### src/rtl/trace_pkg.sv
// trace_pkg: shared types and defaults for the branch-trace buffer
package trace_pkg;
  localparam int AW_DEF = 6;
  localparam int PC_W_DEF = 32;
  typedef enum logic [1:0] {IDLE, PEND, DATA, RESP} rd_state_e;
  typedef struct packed {
    logic en;
    logic clr;
    logic stop_on_full;
  } trace_cfg_t;
endpackage

### src/rtl/trace_rd_arb.sv
// trace_rd_arb: debugger read FSM sharing the trace RAM port with branch writes
module trace_rd_arb
  import trace_pkg::*;
#(
  parameter int AW = AW_DEF,
  parameter int PC_W = PC_W_DEF,
  parameter int STARVE_MAX = 4
) (
  input  logic            clk,
  input  logic            rst_n,
  input  logic            clr,
  input  logic            wr_att,
  input  logic            rd_req,
  input  logic [AW-1:0]   rd_idx,
  input  logic [AW:0]     count,
  input  logic [AW-1:0]   base,
  input  logic [PC_W-1:0] ram_rdata,
  output logic            rd_go,
  output logic [AW-1:0]   rd_addr,
  output logic            rd_ack,
  output logic [PC_W-1:0] rd_data,
  output logic            rd_err
);
  localparam int SW = $clog2(STARVE_MAX + 1);
  rd_state_e state;
  logic [AW-1:0] idx;
  logic [SW-1:0] starve;
  logic oor;
  assign oor = {1'b0, idx} >= count;
  assign rd_addr = base + idx;
  // The read takes the port when no write competes, or once it has been deferred STARVE_MAX times
  assign rd_go = state == PEND && !clr && !oor && (!wr_att || starve == SW'(STARVE_MAX));
  // Read sequencing; result registers only change on entry to RESP so they hold between acks
  always_ff @(posedge clk or negedge rst_n) begin
    if (!rst_n) begin
      state <= IDLE;
      idx <= '0;
      starve <= '0;
      rd_ack <= 1'b0;
      rd_data <= '0;
      rd_err <= 1'b0;
    end else begin
      rd_ack <= 1'b0;
      case (state)
        IDLE: if (rd_req) begin
          idx <= rd_idx;
          state <= PEND;
        end
        PEND: if (clr || oor) begin
          state <= RESP;
          rd_ack <= 1'b1;
          rd_err <= 1'b1;
          rd_data <= '0;
          starve <= '0;
        end else if (rd_go) begin
          state <= DATA;
          starve <= '0;
        end else starve <= starve + 1'b1;
        DATA: begin
          state <= RESP;
          rd_ack <= 1'b1;
          rd_err <= 1'b0;
          rd_data <= ram_rdata;
        end
        default: state <= IDLE;
      endcase
    end
  end
endmodule

### src/rtl/trace_buf_ctrl.sv
// trace_buf_ctrl: branch-trace RAM write pointer, occupancy and read arbitration
module trace_buf_ctrl
  import trace_pkg::*;
#(
  parameter int AW = AW_DEF,
  parameter int PC_W = PC_W_DEF,
  parameter int STARVE_MAX = 4
) (
  input  logic            clk,
  input  logic            rst_n,
  input  logic            trace_en,
  input  logic            trace_clr,
  input  logic            stop_on_full,
  input  logic            br_valid,
  input  logic [PC_W-1:0] br_pc,
  input  logic            rd_req,
  input  logic [AW-1:0]   rd_idx,
  output logic            rd_ack,
  output logic [PC_W-1:0] rd_data,
  output logic            rd_err,
  output logic            ram_en,
  output logic            ram_we,
  output logic [AW-1:0]   ram_addr,
  output logic [PC_W-1:0] ram_wdata,
  input  logic [PC_W-1:0] ram_rdata,
  output logic [AW:0]     count,
  output logic            full,
  output logic            wrapped,
  output logic [7:0]      drop_cnt
);
  localparam int DEPTH = 2 ** AW;
  trace_cfg_t cfg;
  logic [AW-1:0] wr_ptr, base, rd_addr;
  logic wr_att, rd_go, drop, accept;
  assign cfg = '{en: trace_en, clr: trace_clr, stop_on_full: stop_on_full};
  assign wr_att = rst_n & br_valid & cfg.en & !cfg.clr;
  assign drop = wr_att & ((full & cfg.stop_on_full) | rd_go);
  assign accept = wr_att & !drop;
  assign full = count == (AW + 1)'(DEPTH);
  assign base = (wrapped | full) ? wr_ptr : '0;
  assign ram_en = accept | rd_go;
  assign ram_we = accept;
  assign ram_addr = rd_go ? rd_addr : accept ? wr_ptr : '0;
  assign ram_wdata = accept ? br_pc : '0;
  trace_rd_arb #(.AW(AW), .PC_W(PC_W), .STARVE_MAX(STARVE_MAX)) u_rd_arb (
    .clk(clk),
    .rst_n(rst_n),
    .clr(cfg.clr),
    .wr_att(wr_att),
    .rd_req(rd_req),
    .rd_idx(rd_idx),
    .count(count),
    .base(base),
    .ram_rdata(ram_rdata),
    .rd_go(rd_go),
    .rd_addr(rd_addr),
    .rd_ack(rd_ack),
    .rd_data(rd_data),
    .rd_err(rd_err)
  );
  // Write pointer, occupancy, overwrite flag and drop counter; clear overrides everything
  always_ff @(posedge clk or negedge rst_n) begin
    if (!rst_n) begin
      wr_ptr <= '0;
      count <= '0;
      wrapped <= 1'b0;
      drop_cnt <= '0;
    end else if (cfg.clr) begin
      wr_ptr <= '0;
      count <= '0;
      wrapped <= 1'b0;
      drop_cnt <= '0;
    end else begin
      if (accept) begin
        wr_ptr <= wr_ptr + 1'b1;
        count <= full ? count : count + 1'b1;
        wrapped <= wrapped | full;
      end
      if (drop && drop_cnt != 8'hFF) drop_cnt <= drop_cnt + 1'b1;
    end
  end
endmodule

### config.mk
export PLATFORM = sky130hd
export DESIGN_NAME = trace_buf_ctrl
export DESIGN_NICKNAME = d
export VERILOG_FILES = /design/src/rtl/trace_pkg.sv /design/src/rtl/trace_rd_arb.sv /design/src/rtl/trace_buf_ctrl.sv
export SDC_FILE = /design/constraint.sdc
export NUM_CORES = 1
export LEC_CHECK = 0
export ABC_AREA = 0
export CAP_MARGIN = 20
export CORE_ASPECT_RATIO = 0.75
export CORE_MARGIN = 4
export CORE_UTILIZATION = 35
export DETAILED_ROUTE_END_ITERATION = 10
export MAX_ROUTING_LAYER = met4
export PLACE_DENSITY = 0.72
export SETUP_SLACK_MARGIN = 0.5
export SLEW_MARGIN = 25
export SYNTH_ARGS = -nofsm -noshare
export SYNTH_HDL_FRONTEND = slang
export SYNTH_SLANG_ARGS = --single-unit
### constraint.sdc
create_clock -name clk -period 3.2 [get_ports clk]
set_input_delay 0.32 -clock clk [delete_from_list [all_inputs] [get_ports clk]]
set_output_delay 0.32 -clock clk [all_outputs]
set_load 0.005 [all_outputs]
# == Word-level counts from Yosys, hierarchy flattened ==
# Index checks and enable logic that the tools add are counted.
# totals
reg_bits,67
elab_cells,77
# op_classes
n_lt_le_gt_ge,1
n_mux,25
bitwise_logic,9
n_reduce_logical,18
addsub,5
eq_ne,9
# op_table
operator,count
two-way mux 32 bit,2
one-hot mux 32 bit (2 select lines),1
two-way mux 6 bit,5
two-way mux 7 bit,3
two-way mux 8 bit,2
"adder 8 x 1 -> 8 bit, second input constant",1
"!= test 8 bit, second input constant",1
AND reduction 2 bit,4
"adder 7 x 1 -> 7 bit, second input constant",1
"== test 7 bit, second input constant",1
greater-or-equal comparator 6 x 7 -> 1 bit,1
"adder 6 x 1 -> 6 bit, second input constant",1
adder 6 bit,1
bitwise AND 1 bit,6
two-way mux 2 bit,3
two-way mux 3 bit,2
"!= test 2 bit, second input constant",3
one-hot mux 2 bit (3 select lines),1
nonzero test 2 bit,3
logical AND 1 bit,4
zero test 1 bit,4
two-way mux 1 bit,4
one-hot mux 1 bit (2 select lines),2
"adder 3 x 1 -> 3 bit, second input constant",1
7 further kinds,10

# == Longest topological paths before layout ==
# Gate-level depths: netlist of run 1.
# depth
depth_word,12
ltp_mapped,15

# == Modules after synthesis ==
# From an unflattened synthesis of run 1, not the netlist that was laid out.
# unflattened
cells_unflattened,343
hier_area_um2,3797.4
# modules_own_cells
mod,instances,cells_per_inst,seq_area_each_um2,area_per_inst_um2
trace_rd_arb,1,172,1126.1,2237.1
trace_buf_ctrl,1,171,550.5,1560.2

# == Worst setup path after synthesis of run 1 ==
# No wires, ideal clock.
# synth_path
kind,register -> output
start,register count[4]
end,output port ram_addr[5]
path_slack_ns,0.089
t_arrival_ns,2.791
n_path_buf,1
path_stages_with_launch,12
path_cell_list,dfrtp_1 > or4_4 > nor2_1 > or2_2 > clkbuf_1 > and2_1 > ha_1 > nor2b_1 > a221o_1 > nor3b_1 > a211o_1 > nand3_1
# synth_via
elab_cells_between_ends,15
classes_between,1 x add/sub; 1 x order compare; 1 x eq/ne; 3 x mux; 5 x bitwise; 4 x reduce/logical
# synth_lines
element,line,source
"start, declared",trace_buf_ctrl.sv:26,"output logic [AW:0] count,"
"start signal, assigned",trace_buf_ctrl.sv:76,count <= full ? count : count + 1'b1;
== test 7 bit (*),trace_buf_ctrl.sv:39,assign full = count == (AW + 1)'(DEPTH);
via full,trace_buf_ctrl.sv:27,"output logic full,"
branches (longest 6 deep; another with adder 6 bit),--,
two-way mux 6 bit (*),trace_buf_ctrl.sv:43,assign ram_addr = rd_go ? rd_addr : accept ? wr_ptr : '0;
"end, declared",trace_buf_ctrl.sv:23,"output logic [AW-1:0] ram_addr,"
# Mark *: on every way through the listed nets, which the timed path passes.

# == Final worst setup path of run 1 ==
# layout_path
start,register count[3]
end,output port ram_addr[4]
# layout_via
elab_chain_cells,10
elab_cells_between_ends,15
classes_between,1 x add/sub; 1 x order compare; 1 x eq/ne; 3 x mux; 5 x bitwise; 4 x reduce/logical
# layout_lines
element,line,source
greater-or-equal comparator 6 x 7 -> 1 bit,trace_rd_arb.sv:29,"assign oor = {1'b0, idx} >= count;"
zero test 1 bit,trace_rd_arb.sv:32,assign rd_go = state == PEND && !clr && !oor && (!wr_att || starve == SW'(STARVE_MAX));
logical AND 1 bit (2 in a row),trace_rd_arb.sv:32,
OR 1 bit,trace_buf_ctrl.sv:37,assign drop = wr_att & ((full & cfg.stop_on_full) | rd_go);
bitwise AND 1 bit,trace_buf_ctrl.sv:37,
zero test 1 bit,trace_buf_ctrl.sv:38,assign accept = wr_att & !drop;
bitwise AND 1 bit,trace_buf_ctrl.sv:38,
two-way mux 6 bit,trace_buf_ctrl.sv:43,
two-way mux 6 bit (*),trace_buf_ctrl.sv:43,
# Every way passes the cells marked *; elsewhere a longest branch is shown, timed or not.

==> out/qor.csv, run 1 <==
stage;metric;value;unit
outcome;status;complete, but fails checks;
outcome;violations;negative setup slack;
timing;tns;-0.138;ns
detailed_routing;wl_per_cell;19.2;um
yosys;synth_cells;380;
power;irDropWorstVdd;344;uV
clock_tree;clock_latency;0.32;ns
worst_setup_path;r2r_start;count[3];
timing;grt_setup_unrepaired;yes;
global_routing;grt_pass1_vias;4088;
global_routing;grt_use_total;0.214;
yosys;syn_nets;479;
place;portBuffers;167;
detailed_routing;drt_first_iter_violations;351;
global_routing;antenna_found_initial;0;
clock_tree;cts_tree;yes;
floorplanning;start_util;0.358;
floorplanning;die_area;12900;um2
yosys;synth-seq-cells;67;
worst_setup_path;r2r_end;count[2];
detailed_routing;first_pass_iters;5;
worst_setup_path;r2r_slack;0.31;ns
finish;layout-drive-gt1-share;0.311;
clock_tree;numCtsBuffers;9;
worst_setup_path;path_class;reg -> out;
clock_tree;root_buffer;clkbuf_16;
yosys;ys_warn_count;0;
global_routing;grt_pass1_wl;21.3;mm
yosys;synthArstFlopShare;1.00;
detailed_routing;drc;0;
timing;hold_viol;0;
detailed_routing;drt-met1-wl;6.39;mm
detailed_routing;top_layer_used;met4;
timing;fin_crit_sh;1.02;
clock_tree;cts.sinks;67;
worst_setup_path;crit_required;2.88;ns
timing;setup_ws;-0.0593;ns
timing;slew_viol_final;0;
power;leakage;0.00309;uW
detailed_routing;wl_met3;570;um
floorplanning;rows;33;
clock_tree;htree_levels;3;
power;power-per-cell-area;622;nW/um2
yosys;synth_ff_type;dfrtp_1;
yosys;synth-edff-count;0;
finish;area_delta_synth_final;71.6;%
worst_setup_path;arrival;2.94;ns
clock_tree;cts_max_path_buffers;2;
timing;period_needed;3.26;ns
flow_run;cap_violations;0;
timing;fmax;307;MHz
detailed_routing;dr_wl_met2;7.17;mm
worst_setup_path;end_kind;output pin;
worst_setup_path;cp-startpoint;count[3];
place;finalWeightedCongestion;0.856;
yosys;yosysSeqAreaShare;0.429;
clock_tree;clk_pin_slew;0.06;ns
floorplanning;die_w;130;um
yosys;synth_cell_types;53;
yosys;syn_area;3900;um2
detailed_routing;vias;4054;
timing;fin_skew;0.00888;ns
detailed_routing;ant_nets;0;
yosys;postSynthAreaPerCell;10.3;um2
worst_hold_path;worstHoldPathType;in -> async;
timing;relSlewSlack;0.436;
finish;layout_commonest_cell;clkdlybuf4s50_1;
finish;final_cell_mix;clkdlybuf4s50_1 (126), dfrtp_1 (66), buf_4 (45), a22o_1 (39);
finish;finalCoreUtilization;0.615;
finish;nets;700;
timing;setup_viol;3;
finish;num-fill-cells;875;
worst_setup_path;r2r_cells;13;
floorplanning;coreArea;10900;um2
floorplanning;die_h;99.5;um
global_routing;grt_max_degree;68;
clock_tree;postCtsHoldBufs;0;
place;hpwl;9.66;mm
finish;antenna_cells;0;
detailed_routing;via_per_inst;5.44;
worst_setup_path;cp-start-kind;flip-flop;
worst_setup_path;path_max_fanout;6;
timing;worst_slew_pin_slew;0.846;ns
detailed_routing;wl;14.3;mm
global_routing;overflow;0;
floorplanning;boundaryPins;168;
-- flip-flops by register name, indices dropped and copies added (netlist names) --
| register | count |
|---|---|
| u_rd_arb.idx | 6 |
| u_rd_arb.rd_data | 32 |
| u_rd_arb.rd_err | 1 |
| u_rd_arb.starve | 3 |
| u_rd_arb.rd_ack | 1 |
| drop_cnt | 8 |
| wrapped | 1 |
| wr_ptr | 6 |
| count | 7 |
| u_rd_arb.state | 2 |
-- power by group --
group	total [uW]	internal, uW	switching, uW
logic	1890	1060	832
clock network	980	640	339
registers	1300	1100	200
total	4170	2800	1370
-- per-stage QoR --
stage	hold slack [ns]	setup WS (ns)	instances	cell area [um2]	total power [uW]
after floorplan	0.0244	0.293	380	3940	2090
after global placement	0.488	-0.0746	693	5900	2800
after detailed placement	0.490	-0.126	693	5900	2860
after CTS	0.292	0.0148	729	6500	3990
after global routing	0.338	-0.182	745	6700	4380
final	0.265	-0.0593	745	6700	4170
-- worst max-delay path by stage --
stage | slack (ns) | to
5_1_grt | -0.18 | ram_addr[5]
3_3_place_gp | -0.07 | ram_addr[5]
2_1_floorplan | 0.29 | ram_addr[5]
6_report | -0.06 | ram_addr[4]
3_5_place_dp | -0.13 | ram_addr[5]
4_1_cts | 0.01 | ram_addr[5]
-- routing by layer --
metal | GRT usage | vias to the layer above
li1 | - | 1862
met5 | - | -
met2 | 0.347 | 143
met1 | 0.281 | 2035
met4 | 0.0487 | 0
met3 | 0.0354 | 14
-- logic make-up (layout without fill, tap and decap cells) --
family                   count (synthesis)  in the layout  synth area share
AO/OA/AOI/OAI                           88             89             0.185
XOR/XNOR                                 4              4           0.00897
adder cells (fa/ha/maj)                 22             22            0.0724
buffers and inverters                   41            264            0.0429
flip-flops                              67             67             0.429
multiplexers                            23             23            0.0657
AND/OR/NAND/NOR                        135            136             0.196
-- cell usage after synthesis (all sizes together) (7+ instances only) --
master / count / area [um2]
nor2b: 15 / 93.8
o21ai: 7 / 38.8
clkbuf: 13 / 48.8
and3: 34 / 213
a22o: 39 / 342
buf: 9 / 47.6
nand3: 14 / 70.1
a21oi: 9 / 48.8
ha: 21 / 263
nor2: 19 / 71.3
nand2: 19 / 71.3
mux2: 18 / 206
dfrtp: 67 / 1680
inv: 19 / 71.3
nor3: 8 / 62.6
-- cell type report --
type	instances	area (um2)	share of cell area
well taps	140	175	0.0261
repair buffers	230	2100	0.313
flip-flops and latches	67	1680	0.250
multi-input cells	274	2370	0.354
inverters	19	81.3	0.0121
clock buffers	13	260	0.0388
clock inverters	2	35.0	0.00523
-- worst max-delay path: stages (launching register included) --
cell	delay, ns
dfrtp_1	0.38
or4_4	0.57
nor2_4	0.14
or2_4	0.17
and2_4	0.15
ha_4	0.12
inv_2	0.04
fa_2	0.38
inv_2	0.06
a21o_1	0.12
a21oi_2	0.06
xnor2_1	0.13
a22o_1	0.17
buf_2	0.13
-- repair_timing --
action	CTS	global route
endpoints found under the setup margin	76	80
gates cloned	2	3
gates resized for setup	104	127
buffers inserted	19	13
pin swaps	20	19
No activity file was read; power rests on OpenSTA's default activity.
==> inputs of run 2 (changes only) <==
--- a/config.mk
+++ b/config.mk
@@ -14,7 +14,7 @@
 export MAX_ROUTING_LAYER = met4
 export PLACE_DENSITY = 0.72
 export SETUP_SLACK_MARGIN = 0.5
-export SLEW_MARGIN = 25
+export SKIP_LAST_GASP = 1
 export SYNTH_ARGS = -nofsm -noshare
 export SYNTH_HDL_FRONTEND = slang
 export SYNTH_SLANG_ARGS = --single-unit
==> run 2 against run 1 <==
Compared with the run above:
- the run still ends with negative setup slack left
- clock skew rose by 0.0018 ns
- first-iteration DRC count is 10% higher
- worst hold slack improved by 0.0053 ns
- combinational power is 3% higher
- die area did not move
- clock power fell by 5.5%
- maximum frequency decreased by 1.3%
- sequential share of layout area shrank 1.3 points
- global-route usage grew 1.6 points
- highest routed layer unchanged
- via count rose by 3.0%
==> out/qor.csv, run 2 (same netlist as run 1, synthesis figures left out) <==
stage;metric;value;unit
worst_setup_path;r2r_cells;13;
timing;period_needed;3.30;ns
floorplanning;die_h;99.5;um
finish;final_cell_mix;clkdlybuf4s50_1 (126), dfrtp_1 (66), buf_6 (61), a22o_1 (39), buf_4 (36);
worst_setup_path;cp_slowest_stage_delay;0.57;ns
timing;hold_viol;0;
floorplanning;boundaryPins;168;
finish;layout_commonest_cell;clkdlybuf4s50_1;
clock_tree;cts_tree;yes;
timing;slew_viol_final;0;
floorplanning;coreArea;10900;um2
worst_setup_path;arrival;2.98;ns
finish;layout-drive-gt1-share;0.353;
worst_setup_path;path_class;reg -> out;
place;post-place-ws;-0.102;ns
worst_setup_path;worst_path_max_delay_cell;or4_4;
finish;regMostFlops;u_rd_arb.rd_data;
place;finalWeightedCongestion;0.856;
floorplanning;start_util;0.358;
clock_tree;numCtsBuffers;9;
timing;worst_slew_pin_slew;0.852;ns
place;portBuffers;167;
floorplanning;die_area;12900;um2
worst_setup_path;worstPathCellList;or4_4, nor2_4, or2_4, nand2_2, inv_2, ha_4, a211oi_4, o21ai_1, nor3b_2, a211o_1, nand3_1, buf_2;
power;p_int;2780;uW
worst_setup_path;path_max_fanout;6;
detailed_routing;vias;4177;
power;switching_share;0.335;
finish;nets;706;
worst_setup_path;r2r_start;count[2];
detailed_routing;dr_wl_met2;7.81;mm
clock_tree;postCtsHoldBufs;0;
clock_tree;cts.sinks;67;
place;hpwl;9.72;mm
finish;num-fill-cells;798;
flow_run;cap_violations;0;
power;power-per-cell-area;592;nW/um2
global_routing;grt_pass1_wl;22.6;mm
floorplanning;die_w;130;um
clock_tree;cts_max_path_buffers;2;
finish;area_delta_synth_final;80.7;%
detailed_routing;wl_met3;665;um
floorplanning;rows;33;
timing;fin_crit_sh;1.03;
worst_setup_path;path_buf_inv;2;
detailed_routing;wl_per_cell;20.4;um
clock_tree;clock_latency;0.34;ns
clock_tree;htree_levels;3;
detailed_routing;drc;0;
timing;relSlewSlack;0.432;
timing;setup_viol;2;
timing;setup_ws;-0.103;ns
power;switching_power;1400;uW
clock_tree;clk_pin_slew;0.06;ns
outcome;violations;negative setup slack;
outcome;status;complete, but fails checks;
global_routing;antenna_found_initial;1;
detailed_routing;wl;15.4;mm
power;irDropWorstVdd;315;uV
global_routing;overflow;0;
detailed_routing;drt_first_iter_violations;387;
worst_setup_path;end_kind;output pin;
power;leakage;0.00312;uW
worst_setup_path;crit_required;2.88;ns
detailed_routing;ant_nets;0;
timing;fmax;303;MHz
finish;largest_reg_flops;32;
timing;grt_setup_unrepaired;yes;
worst_setup_path;cp-startpoint;count[2];
power;combinationalPowerShare;0.467;
timing;tns;-0.164;ns
worst_setup_path;cp.depth;12;
global_routing;grt_pass1_vias;4252;
worst_setup_path;cp-start-kind;flip-flop;
power;pwr-share-clk;0.222;
worst_setup_path;path_delay_family;simple AND/OR/NAND/NOR gates;
global_routing;grt_max_degree;68;
detailed_routing;top_layer_used;met4;
finish;reg_top3;u_rd_arb.rd_data x32, drop_cnt x8, count x7;
global_routing;grt_use_total;0.229;
timing;fin_skew;0.0107;ns
clock_tree;root_buffer;clkbuf_16;
detailed_routing;via_per_inst;5.55;
detailed_routing;drt-met1-wl;6.33;mm
detailed_routing;first_pass_iters;5;
power;power_frac_seq;0.311;
worst_hold_path;worstHoldPathType;in -> async;
run 2: metrics by stage:
step | hold WS, ns | instances | utilization | total power, uW | area [um2]
floorplan | 0.0244 | 380 | - | 2090 | 3940
global placement | 0.488 | 693 | 0.541 | 2800 | 5900
detailed placement | 0.490 | 694 | 0.542 | 2880 | 5910
CTS | 0.282 | 742 | 0.617 | 4020 | 6720
global route | 0.336 | 753 | 0.647 | 4400 | 7060
finish | 0.271 | 753 | 0.647 | 4180 | 7060
run 2: what timing repair did:
| action | CTS | global route |
|---|---|---|
| cloned | 2 | 0 |
| pin swaps | 48 | 22 |
| resized for setup | 256 | 55 |
| setup buffers | 30 | 10 |
| endpoints found under the setup margin | 76 | 81 |
run 2: worst paths after layout:
kind | end | slack [ns]
min in group clk | u_rd_arb.rd_data[23] | 0.50
max in group asynchronous | u_rd_arb.idx[5] | 2.35
hold / removal | u_rd_arb.rd_err | 0.27
hold reg to reg | u_rd_arb.rd_data[23] | 0.50
setup reg to reg | count[2] | 0.24
setup / recovery | ram_addr[5] | -0.10
run 2: power groups by stage:
stage	clock [uW]	combinational (uW)	sequential (uW)
final	926	1950	1300
after global routing	980	2090	1330
after CTS	940	1790	1290
after detailed placement	0	1600	1280
after global placement	0	1530	1270
after floorplan	0	832	1260
run 2: area by class of cell:
cell class,count,area (um2),area share
clock inverters,5,27.5,0.00390
repair buffers,238,2380,0.337
flip-flops and latches,67,1680,0.238
diodes,1,2.50,0.000355
inverters,19,78.8,0.0112
multi-input cells,272,2460,0.349
clock buffers,11,253,0.0358
well taps,140,175,0.0248
run 2: per-layer routing:
metal	vias to the layer above	track usage
li1	1870	-
met4	0	0.0783
met3	45	0.0429
met2	165	0.369
met5	-	-
met1	2097	0.291
run 2: worst register-to-register path, delay by kind of cell (launching register included):
family	cells	cell delay (ns)
flip-flops	1	0.38
AND/OR/NAND/NOR	1	0.18
buffers and inverters	7	0.89
AO/OA/AOI/OAI	4	1.12
adder cells (fa/ha/maj)	1	0.27
==> inputs of run 3 (changes only) <==
--- a/config.mk
+++ b/config.mk
@@ -6,13 +6,13 @@
 export NUM_CORES = 1
 export LEC_CHECK = 0
 export ABC_AREA = 0
-export CAP_MARGIN = 20
 export CORE_ASPECT_RATIO = 0.75
 export CORE_MARGIN = 4
 export CORE_UTILIZATION = 35
 export DETAILED_ROUTE_END_ITERATION = 10
 export MAX_ROUTING_LAYER = met4
 export PLACE_DENSITY = 0.72
+export RECOVER_POWER = 50
 export SETUP_SLACK_MARGIN = 0.5
 export SKIP_LAST_GASP = 1
 export SYNTH_ARGS = -nofsm -noshare
==> run 3 against run 2 <==
Compared with the run above:
- the flow finishes with violations (max-capacitance violations, max-slew violations, negative setup slack)
- worst setup slack gained 0.051 ns
- register-to-register slack improved by 0.04 ns
- non-clock buffer count fell by 9
- largest cell class unchanged
- largest power group unchanged
==> out/qor.csv, run 3 (same netlist as run 1, synthesis figures left out) <==
stage;metric;value;unit
outcome;status;complete, but fails checks;
finish;layout_commonest_cell;clkdlybuf4s50_1;
worst_hold_path;worstHoldPathType;reg -> reg;
power;switching_share;0.325;
detailed_routing;wl;14.4;mm
clock_tree;numCtsBuffers;9;
worst_setup_path;path_class;reg -> out;
place;finalWeightedCongestion;0.856;
timing;setup_ws;-0.0518;ns
timing;fin_crit_sh;1.02;
timing;slew_viol_final;68;
finish;layout-drive-gt1-share;0.329;
finish;design_area;6930;um2
finish;nets;697;
finish;finalCoreUtilization;0.636;
power;irDropWorstVdd;312;uV
power;switching_power;1300;uW
clock_tree;postCtsHoldBufs;0;
timing;period_needed;3.25;ns
power;power_frac_seq;0.321;
global_routing;overflow;0;
clock_tree;root_buffer;clkbuf_16;
worst_setup_path;path_delay_family;simple AND/OR/NAND/NOR gates;
finish;reg_top3;u_rd_arb.rd_data x32, drop_cnt x8, count x7;
place;place_area;5900;um2
floorplanning;die_w;130;um
floorplanning;die_h;99.5;um
finish;finalNonFillerCells;742;
power;power-per-cell-area;579;nW/um2
global_routing;grt_pass1_vias;4067;
clock_tree;cts.sinks;67;
outcome;violations;max-capacitance violations, max-slew violations, negative setup slack;
global_routing;grt_max_degree;68;
power;leakage;0.00314;uW
timing;relSlewSlack;-0.148;
worst_setup_path;worstPathCellList;or4_4, nor2_4, or2_4, and2_4, ha_4, inv_2, fa_2, inv_1, a21o_1, a21oi_2, xnor2_1, a22o_1, buf_2;
clock_tree;htree_levels;3;
timing;worst_slew_pin_slew;1.72;ns
global_routing;grt_pass1_wl;21.2;mm
timing;fin_skew;0.00487;ns
clock_tree;clock_latency;0.32;ns
clock_tree;cts_max_path_buffers;2;
timing;setup_viol;3;
floorplanning;start_util;0.358;
place;portBuffers;167;
finish;largest_reg_flops;32;
worst_setup_path;crit_required;2.88;ns
place;hpwl;9.77;mm
timing;fmax;308;MHz
worst_setup_path;worst_path_max_delay_cell;or4_4;
floorplanning;die_area;12900;um2
finish;final_cell_mix;clkdlybuf4s50_1 (89), dfrtp_1 (66), buf_6 (48), a22o_1 (39);
detailed_routing;wl_per_cell;19.4;um
power;pwr-share-clk;0.244;
worst_setup_path;path_buf_inv;3;
worst_setup_path;cp_slowest_stage_delay;0.57;ns
detailed_routing;via_per_inst;5.45;
clock_tree;cts_tree;yes;
detailed_routing;first_pass_iters;6;
worst_setup_path;cp-start-kind;flip-flop;
floorplanning;rows;33;
finish;regMostFlops;u_rd_arb.rd_data;
worst_setup_path;end_kind;output pin;
finish;area_delta_synth_final;77.5;%
floorplanning;boundaryPins;168;
floorplanning;coreArea;10900;um2
place;dp.cells;693;
clock_tree;clk_pin_slew;0.05;ns
detailed_routing;ant_nets;0;
power;p_int;2710;uW
detailed_routing;vias;4041;
detailed_routing;drt_first_iter_violations;346;
timing;hold_viol;0;
global_routing;antenna_found_initial;0;
flow_run;cap_violations;1;
timing;grt_setup_unrepaired;yes;
worst_setup_path;arrival;2.93;ns
worst_setup_path;path_max_fanout;6;
detailed_routing;drc;0;
global_routing;grt_use_total;0.214;
power;combinationalPowerShare;0.436;
finish;antenna_cells;0;
run 3: routing by layer:
layer	part of all wire	track usage	vias up	wire, um
li1	-	-	1857	-
met1	0.43	0.286	1997	6190
met2	0.50	0.337	163	7150
met3	0.051	0.0354	24	735
met4	0.021	0.0575	0	298
met5	0	-	-	0
run 3: final cells by class:
| cell class | count | area (um2) |
|---|---|---|
| Clock inverter | 2 | 35.0 |
| Multi-Input combinational cell | 272 | 2420 |
| Tap cell | 140 | 175 |
| Sequential cell | 67 | 1680 |
| Fill cell | 838 | 3970 |
| Clock buffer | 13 | 260 |
| Inverter | 19 | 82.6 |
| Timing Repair Buffer | 229 | 2280 |
run 3: power by group through the flow:
stage	clock network [uW]	logic (uW)	registers (uW)
after detailed placement	0	1570	1280
final	977	1750	1290
after global routing	1030	1890	1320
after floorplan	0	832	1260
after CTS	994	1700	1290
after global placement	0	1530	1270
run 3: metrics by stage:
stage	setup TNS, ns	worst slack [ns]	total power (uW)	hold slack, ns
after global routing	-0.498	-0.168	4240	0.518
after floorplan	0	0.293	2090	0.0244
after detailed placement	-0.185	-0.119	2850	0.491
final	-0.135	-0.0518	4010	0.493
after CTS	0	0.0160	3980	0.292
after global placement	-0.0893	-0.0746	2800	0.488
run 3: final timing paths:
kind	start	to	slack, ns	cells past startpoint
hold / removal	u_rd_arb.rd_data[4]	u_rd_arb.rd_data[4]	0.49	1
min in group asynchronous	rst_n	u_rd_arb.idx[4]	0.66	2
setup / recovery	count[2]	ram_addr[4]	-0.05	13
hold reg to reg	u_rd_arb.rd_data[4]	u_rd_arb.rd_data[4]	0.49	1
setup reg to reg	count[4]	count[2]	0.28	12
max in group asynchronous	rst_n	u_rd_arb.idx[5]	1.42	2
run 3: what timing repair did:
item                       4_1_cts  5_1_grt
gates cloned                     3        0
setup endpoints to repair       76       77
resized for setup              187       97
pin swaps                       24       44
setup buffers                   21       10
run 3: worst reg2reg max path, stage by stage (launching register included):
cell	delay, ns
dfrtp_1	0.39
buf_6	0.14
inv_6	0.06
ha_4	0.19
a21o_1	0.19
a2111o_1	0.52
a211o_4	0.37
buf_12	0.15
buf_16	0.13
buf_8	0.12
buf_6	0.12
and4_1	0.18
a221o_1	0.26
